`src/rtl/instr_encoder_loader.sv`:
```
// Packs instruction field sets into 32-bit words and streams them into
// consecutive instruction-memory slots, one registered write per accept.
module instr_encoder_loader #(
    parameter int unsigned ADDR_WIDTH = 8
) (
    input  logic                  clk,
    input  logic                  reset_n,
    input  logic                  start,
    input  logic [ADDR_WIDTH-1:0] base_addr,
    input  logic [ADDR_WIDTH-1:0] length,
    input  logic                  in_valid,
    output logic                  in_ready,
    input  logic [4:0]            operation,
    input  logic                  fmt,
    input  logic                  src_a_reg,
    input  logic [3:0]            src_a,
    input  logic                  src_b_reg,
    input  logic [3:0]            src_b,
    input  logic                  src_c_reg,
    input  logic [3:0]            src_c,
    input  logic [3:0]            dest,
    input  logic [4:0]            shift,
    input  logic                  saturate_disable,
    input  logic                  shift_disable,
    input  logic [11:0]           res_addr,
    output logic                  wr_en,
    output logic [ADDR_WIDTH-1:0] wr_addr,
    output logic [31:0]           wr_data,
    output logic                  busy,
    output logic                  done,
    output logic                  error,
    output logic [ADDR_WIDTH-1:0] instr_count
);

    typedef enum logic [1:0] {IDLE, LOAD, FLUSH, DONE} state_e;

    state_e                state_q, state_d;
    logic [ADDR_WIDTH-1:0] addr_q, addr_d;
    logic [ADDR_WIDTH-1:0] remaining_q, remaining_d;
    logic [ADDR_WIDTH-1:0] count_q, count_d;
    logic [ADDR_WIDTH-1:0] wr_addr_q, wr_addr_d;
    logic [31:0]           wr_data_q, wr_data_d;
    logic                  wr_en_q, wr_en_d;
    logic                  error_q, error_d;

    logic                  accept;
    logic                  last_accept;
    logic                  field_err;
    logic                  wrap_err;
    logic [31:0]           packed_word;

    assign accept      = in_valid && (state_q == LOAD);
    assign last_accept = accept && (remaining_q == ADDR_WIDTH'(1));

    always_comb begin
        packed_word = '0;
        packed_word[15:0] = {src_b_reg, src_b, src_a_reg, src_a, fmt, operation};
        if (fmt) begin
            packed_word[31:16] = {res_addr, dest};
        end else begin
            packed_word[31:16] = {shift_disable, saturate_disable, shift, dest,
                                  src_c_reg, src_c};
        end
    end

    // In fmt=1 the unused fields must be zero and shift_disable mirrors res_addr[11].
    assign field_err = fmt && (src_c_reg || (|src_c) || (|shift) || saturate_disable ||
                               (shift_disable != res_addr[11]));
    // Only a wrap that a later write of this load will land on is an error.
    assign wrap_err  = (addr_q == '1) && (remaining_q != ADDR_WIDTH'(1));

    always_ff @(posedge clk or negedge reset_n) begin
        if (!reset_n) begin
            state_q     <= IDLE;
            addr_q      <= '0;
            remaining_q <= '0;
            count_q     <= '0;
            wr_addr_q   <= '0;
            wr_data_q   <= '0;
            wr_en_q     <= 1'b0;
            error_q     <= 1'b0;
        end else begin
            state_q     <= state_d;
            addr_q      <= addr_d;
            remaining_q <= remaining_d;
            count_q     <= count_d;
            wr_addr_q   <= wr_addr_d;
            wr_data_q   <= wr_data_d;
            wr_en_q     <= wr_en_d;
            error_q     <= error_d;
        end
    end

    always_comb begin
        state_d = state_q;
        case (state_q)
            IDLE: begin
                if (start) begin
                    state_d = (length != '0) ? LOAD : DONE;
                end
            end
            LOAD: begin
                if (last_accept) begin
                    state_d = FLUSH;
                end
            end
            FLUSH:   state_d = DONE;
            DONE:    state_d = IDLE;
            default: state_d = IDLE;
        endcase
    end

    always_comb begin
        addr_d      = addr_q;
        remaining_d = remaining_q;
        count_d     = count_q;
        wr_addr_d   = wr_addr_q;
        wr_data_d   = wr_data_q;
        wr_en_d     = 1'b0;
        error_d     = error_q;
        if (state_q == IDLE && start) begin
            count_d = '0;
            error_d = 1'b0;
            if (length != '0) begin
                addr_d      = base_addr;
                remaining_d = length;
            end
        end
        if (accept) begin
            wr_en_d     = 1'b1;
            wr_addr_d   = addr_q;
            wr_data_d   = packed_word;
            addr_d      = addr_q + ADDR_WIDTH'(1);
            remaining_d = remaining_q - ADDR_WIDTH'(1);
            count_d     = count_q + ADDR_WIDTH'(1);
            if (field_err || wrap_err) begin
                error_d = 1'b1;
            end
        end
    end

    always_comb begin
        in_ready = 1'b0;
        busy     = 1'b0;
        done     = 1'b0;
        case (state_q)
            LOAD: begin
                in_ready = 1'b1;
                busy     = 1'b1;
            end
            FLUSH:   busy = 1'b1;
            DONE:    done = 1'b1;
            default: ;
        endcase
    end

    assign wr_en       = wr_en_q;
    assign wr_addr     = wr_addr_q;
    assign wr_data     = wr_data_q;
    assign error       = error_q;
    assign instr_count = count_q;

endmodule
```
`config.mk`:
```
export PLATFORM = sky130hd
export DESIGN_NAME = instr_encoder_loader
export DESIGN_NICKNAME = d
export VERILOG_FILES = /design/src/rtl/instr_encoder_loader.sv
export SDC_FILE = /design/constraint.sdc
export NUM_CORES = 1
export LEC_CHECK = 0
export CORE_ASPECT_RATIO = 1.1
export CORE_MARGIN = 10
export CORE_UTILIZATION = 41
export CTS_BUF_LIST = sky130_fd_sc_hd__clkbuf_8 sky130_fd_sc_hd__clkbuf_16
export DETAILED_ROUTE_END_ITERATION = 8
export PLACE_DENSITY = 0.88
export SETUP_SLACK_MARGIN = 0.05
export SKIP_CTS_REPAIR_TIMING = 1
export SLEW_MARGIN = 20
export SYNTH_ARGS = -nofsm -noshare
export SYNTH_HDL_FRONTEND = slang
export SYNTH_SLANG_ARGS = --single-unit
```
`constraint.sdc`:
```
create_clock -name clk -period 1.8 [get_ports clk]
set_input_delay 0.36 -clock clk [delete_from_list [all_inputs] [get_ports clk]]
set_output_delay 0.36 -clock clk [all_outputs]
set_load 0.02 [all_outputs]
```
==> summary.md <==
| Metric | Value |
|---|---|
| Sequential share of the synthesized area | 0.521 |
| Global-route wire length before repair | 16,400 um |
| IO buf count | 116 |
| Req. time, crit path | 2.03 ns |
| GRT overflow | 0 |
| Hold crit path type | in2async |
| Max Freq | 580 MHz |
| MaxCap Viol Count | 0 |
| Met1 wire length | 4550 um |
| Slowest CP cell | dfrtp_1 |
| Critical path peak fanout | 5 |
| Syn avg cell area | 9.52 um2 |
| Drt total wl | 10,400 um |
| Post-synth top flop | dfrtp_1 |
| Starting Density | 0.417 |
| RePlAce Congestion | 0.876 |
| Clk_skew | 0.0121 ns |
| CP startpoint kind | flop |
| Number of placement rows | 34 |
| H-tree levels | 3 |
| RSZ-0062 raised after global routing | true |
| Antenna viol nets, final | 0 |
| LEAKAGE | 0.00253 uW |
| Multi-input gate area | 1510 um2 |
| Largest net degree at the start of global routing | 43 |
| Hold Fails Final Rpt | 0 |
| Number of antenna diodes | 0 |
| Most used cell, CP | buf_4 |
| Max-slew violation count | 0 |
| Place WS | -0.246 ns |
| Core ar. | 7830 um2 |
| Max incr delay on CP | 0.40 ns |
| Final Instance Area | 5220 um2 |
| Synth top area cells | dfrtp_1 52%, nand2_1 11%, mux2i_1 6.1% |
| Placed cell area | 4790 um2 |
| Vias in the first global route | 3,282 |
| Synth top area share | 0.521 |
| Slew @ Worst Pin | 0.644 ns |
| Reg2Reg Setup Slack | 0.07 ns |
| CTS tree | built |
| Number of flops mapped to enable cells by yosys | 0 |
| Worst setup path category | reg2reg |
| All-Layer GR Usage | 0.168 |
| Clk_lat worst skew | 0.34 ns |
| Min Tclk post-route | 1.73 ns |
| Yosys warns | 0 |
| Synth Net Count | 416 |
| Filler cell count in the final layout | 590 |
| Highest Signal Layer | met4 |
| Final setup viols | 0 |
| Area Growth Syn to Fin | 59.8% |
| Reg clk slew, reported paths | 0.08 ns |
| Layout cells sized above 1 | 0.169 |
| Nets | 572 |
| Die footprint | 11,900 um2 |
| Pwr Density | 1550 nW/um2 |
| Detail Route met2 WL | 5060 um |
| Post-synthesis register bit count | 68 |
| CTS Buffer Depth | 2 |
| Total area of sequential cells | 1700 um2 |
| Max IR drop VDD | 913 uV |
| Worst r2r src | state_q[0] |
| Part of the cycle the worst path needs | 0.958 |
| Crit end category | flop |
| Area leader, netlist | dfrtp_1 |
| Root Buffer | clkbuf_8 |
| Post-synthesis async set-or-reset flop share | 1.00 |
| Synth Instances | 343 |
| DRC | 0 |
| Post-Syn Area | 3270 um2 |
| Status | finished clean |
| Die X | 105 um |
| Total power | 8090 uW |
| Cells along the critical path | buf_6 > ha_4 > nand2_4 > clkinvlp_4 > buf_6 > buf_4 > buf_4 > nor2_1 > buf_4 > a21oi_2 |
| TritonCTS buffer count | 9 |
| Met3 WL | 700 um |
| Slew HR | 0.570 |
| Routed via count | 3,158 |
| Clock Sink Count | 68 |
| Initial antenna violation count | 0 |
| Setup crit start | state_q[0] |
| Pre-Repair DR Iteration Count | 4 |
| Routed WL per cell | 17.0 um |
| Die height | 114 um |
| Setup WS post-layout | 0.0749 ns |
| Cell variety after synth | 44 |
| Vias per inst | 5.17 |
| Io pins | 117 |
| Hpwl dp | 7800 um |
| Crit path DAT | 1.96 ns |
| Initial drt markers | 207 |
[power breakdown]
| group | leakage (uW) | internal, uW | switching, uW |
|---|---|---|---|
| logic | 0.00159 | 2080 | 2200 |
| registers | 0.000844 | 2190 | 490 |
| clock network | 0.0000872 | 562 | 567 |
[worst max-delay path, delay by kind of cell, from the launching register on]
kind	cells	cell delay, ns
adder cells (fa/ha/maj)	1	0.17
buffers and inverters	6	0.80
AND/OR/NAND/NOR	2	0.21
AO/OA/AOI/OAI	1	0.04
flip-flops	1	0.40
[area by class of cell]
class                           instances  share of cell area
Multi-Input combinational cell        251               0.290
Sequential cell                        68               0.326
Clock inverter                          4             0.00479
Inverter                                9             0.00719
Timing Repair Buffer                  160               0.318
Tap cell                              108              0.0259
Clock buffer                           11              0.0290
[cells in the final DEF, fill, tap and decap left out, types with 2 or more instances in the layout]
cell / n
a21oi_2: 3
xor2_1: 2
o221a_2: 3
nand3_1: 7
o21ai_1: 3
a31oi_1: 3
nand2_1: 92
o211ai_1: 3
nand3b_1: 3
clkdlybuf4s50_1: 105
clkinv_2: 2
a211oi_2: 2
buf_12: 6
or4_4: 2
a221o_1: 2
buf_4: 31
buf_6: 3
mux2i_1: 20
dlymetal6s2s_1: 10
nand2_2: 2
dfrtp_1: 68
clkinvlp_4: 3
nand4_1: 7
clkbuf_8: 11
ha_1: 8
clkbuf_16: 3
and3_1: 5
nor4_1: 5
a21oi_1: 8
nor2_1: 13
o21ai_0: 31
nor3_1: 5
inv_1: 7
[per-stage QoR]
stage	setup TNS, ns	cells	util	hold WS, ns
3_5_place_dp	-3.92	585	0.613	0.412
2_1_floorplan	0	343	-	0.0644
6_report	0	611	0.667	0.0330
5_1_grt	0	611	0.667	0.0534
4_1_cts	-0.858	600	0.635	0.0338
3_3_place_gp	-2.63	585	0.613	0.402
[kinds of logic (layout without fill, tap and decap cells)]
| kind of cell | after synthesis | count (layout) | share of synthesized area |
|---|---|---|---|
| simple gates | 150 | 150 | 0.204 |
| mux | 20 | 20 | 0.0613 |
| xor+xnor | 3 | 3 | 0.00805 |
| fa+ha+maj | 9 | 9 | 0.0345 |
| compound gates | 69 | 69 | 0.138 |
| buf+inv | 24 | 184 | 0.0326 |
| flops | 68 | 68 | 0.521 |
[cells in the mapped netlist, types with 2 or more instances]
cell type,instances
o211ai_1,3
buf_2,7
nor3_1,6
o221a_2,3
nand4_1,7
a31oi_1,4
o21ai_0,32
nand3b_1,3
ha_1,9
dfrtp_1,68
or4_4,2
nand2_1,94
nand3_1,8
and3_1,5
nor4_1,5
nor2_1,14
a211oi_2,2
buf_1,2
a221o_1,2
a21oi_1,8
clkbuf_1,5
a21oi_2,3
o21ai_1,2
xor2_1,2
inv_1,9
mux2i_1,20
[worst paths after layout]
check / to / depth (start not counted)
hold reg to reg: wr_addr[5] / 1
setup reg to reg: addr_q[4] / 10
max in group asynchronous: wr_data[19] / 2
min in group clk: wr_addr[5] / 1
hold / removal: wr_data[7] / 1
setup / recovery: addr_q[4] / 10
[state kept, by name (all words and copies together) (netlist names)]
register / flops
instr_count: 8
wr_data: 32
error: 1
remaining_q: 8
addr_q: 8
state_q: 2
wr_en: 1
wr_addr: 8
[metal layers]
metal | vias up | GRT usage
li1 | 1513 | -
met1 | 1506 | 0.209
met2 | 130 | 0.277
met3 | 9 | 0.0508
met4 | 0 | 0.0476
met5 | - | 0
(Power assumes the default switching activity.)
==> edit: new RTL, same settings <==
Set the parameter `ADDR_WIDTH` to 6 (it was 8).
--- a/src/rtl/instr_encoder_loader.sv
+++ b/src/rtl/instr_encoder_loader.sv
@@ -3,3 +3,3 @@
 module instr_encoder_loader #(
-    parameter int unsigned ADDR_WIDTH = 8
+    parameter int unsigned ADDR_WIDTH = 6
 ) (
Interface: changed (resized base_addr, instr_count, length and wr_addr); port bits go from 117 to 109. The function was not compared with the original's and may differ.
==> edit against the original RTL <==
Critical path depth shrank 2; area after synthesis shrank 12%; sequential share of layout area grew 1.0 points; synthesized cell count shrank 13%; final area shrank 14%; combinational power shrank 14%; cell count shrank 16%; power shrank 10%; count of clock-buffer cells in the layout is the same; sequential cell count shrank 8; worst setup slack gained 0.031 ns; worst hold slack lost 0.020 ns; wire length shrank 19%; critical path type unchanged.
==> edit: results (changes against the original RTL) <==
Synth
  – Syn nets: 367 (-12%)
  – Netlist cell types: 38 (-14%)
  – Top post-synthesis cells by area: dfrtp_1 (52%), nand2_1 (12%), mux2i_1 (7.0%)
  – Seq/Total Area, Yosys: 52.4% (+0.27 points)
  – Post-synth top cells: nand2_1 (90), dfrtp_1 (60), o21ai_0 (26), mux2i_1 (20), nor2_1 (12)

Worst setup path
  – Slowest CP cell: dfrtp_1
  – Worst reg2reg setup slack: 0.11 ns (+0.03 ns)
  – Crit-path max FO: 4 (-1)
  – Crit-path max cell delay: 0.44 ns (+0.04 ns)
  – Critical path's top delay family: simple AND/OR/NAND/NOR gates
  – Worst R2R Path Depth: 8 (-2)
  – R2r endpoint: addr_q[0]

Placement
  – GP Congestion: 0.832 (-5.0%)
  – IO Port Bufs: 108 (-6.9%)
  – DP Area: 0.00417 mm^2 (-13%)
  – HPWL Detailed: 6430 um (-18%)

Route
  – DRT iter0 DRCs: 109 (-47%)
  – Routed wire length: 8420 um (-19%)
  – Vias: 2671 (-15%)

Outcome
  – Status: finished clean

Power and ir drop
  – Peak supply drop: 1080 uV (+18%)
  – LEAKAGE: 2.18 nW (-13%)

Final layout
  – Largest register FFs: 32 (unchanged)
  – Layout cells sized above 1: 12.6% (-4.3 points)
  – Final #Nets: 495 (-13%)

STA
  – Relative slew slack: 73.9% (+17 points)
  – Clock Skews: 0.00765 ns (-0.00442 ns)

Global routing
  – Gr usage total: 15.9% (-0.87 points)
  – First-pass GRT wire length: 13900 um (-15%)
  – Largest net degree at the start of global routing: 61 (+42%)
edit: power breakdown:
group / total (mW) / internal (mW) / switching, mW / leakage (nW)
clock network: 1.19 / 0.692 / 0.498 / 0.102
registers: 2.40 / 1.97 / 0.435 / 0.738
logic: 3.67 / 1.75 / 1.92 / 1.34
total: 7.26 / 4.41 / 2.85 / 2.18
edit: stage by stage:
stage,instances,hold slack [ns],setup slack (ns),TNS [ns]
4_1_cts,507,0.0328,-0.310,-0.804
3_5_place_dp,493,0.392,-0.405,-4.61
5_1_grt,511,0.0546,0.0216,0
6_report,511,0.0125,0.106,0
2_1_floorplan,298,0.0644,0.0832,0
3_3_place_gp,493,0.391,-0.329,-3.63
edit: cell families after synthesis:
| logic type | synth area share, % |
|---|---|
| AOI/OAI and AO/OA | 13.0 |
| xor gates and xnor gates | 1.53 |
| buffers and inverters | 3.32 |
| muxes | 6.98 |
| DFF | 52.4 |
| adders and majority gates | 3.93 |
| and+or+nand+nor | 18.9 |
edit: how the worst min path moves through the flow:
| stage | depth (start not counted) | slack [ns] | end |
|---|---|---|---|
| floorplan | 0 | 0.06 | addr_q[0] |
| global placement | 2 | 0.39 | wr_data[2] |
| detailed placement | 2 | 0.39 | wr_data[27] |
| CTS | 2 | 0.03 | wr_data[2] |
| global route | 2 | 0.05 | wr_data[2] |
| finish | 2 | 0.01 | wr_data[2] |
edit: cell type report:
class,instances,area [um^2]
fill,527,2240
sequential,60,1500
timing repair buffer,133,1340
multi-input combinational,216,1310
clock buffer,11,151
tap,82,103
clock inverter,3,38.8
inverter,6,26.3
edit: per-layer routing:
metal  GRT usage, %  wire [um]  vias to the layer above
li1               -          -                     1281
met1           17.9       3250                     1294
met2           27.4       4480                       81
met3           4.43        524                       15
met4           7.07        168                        0
met5              0          0                        -
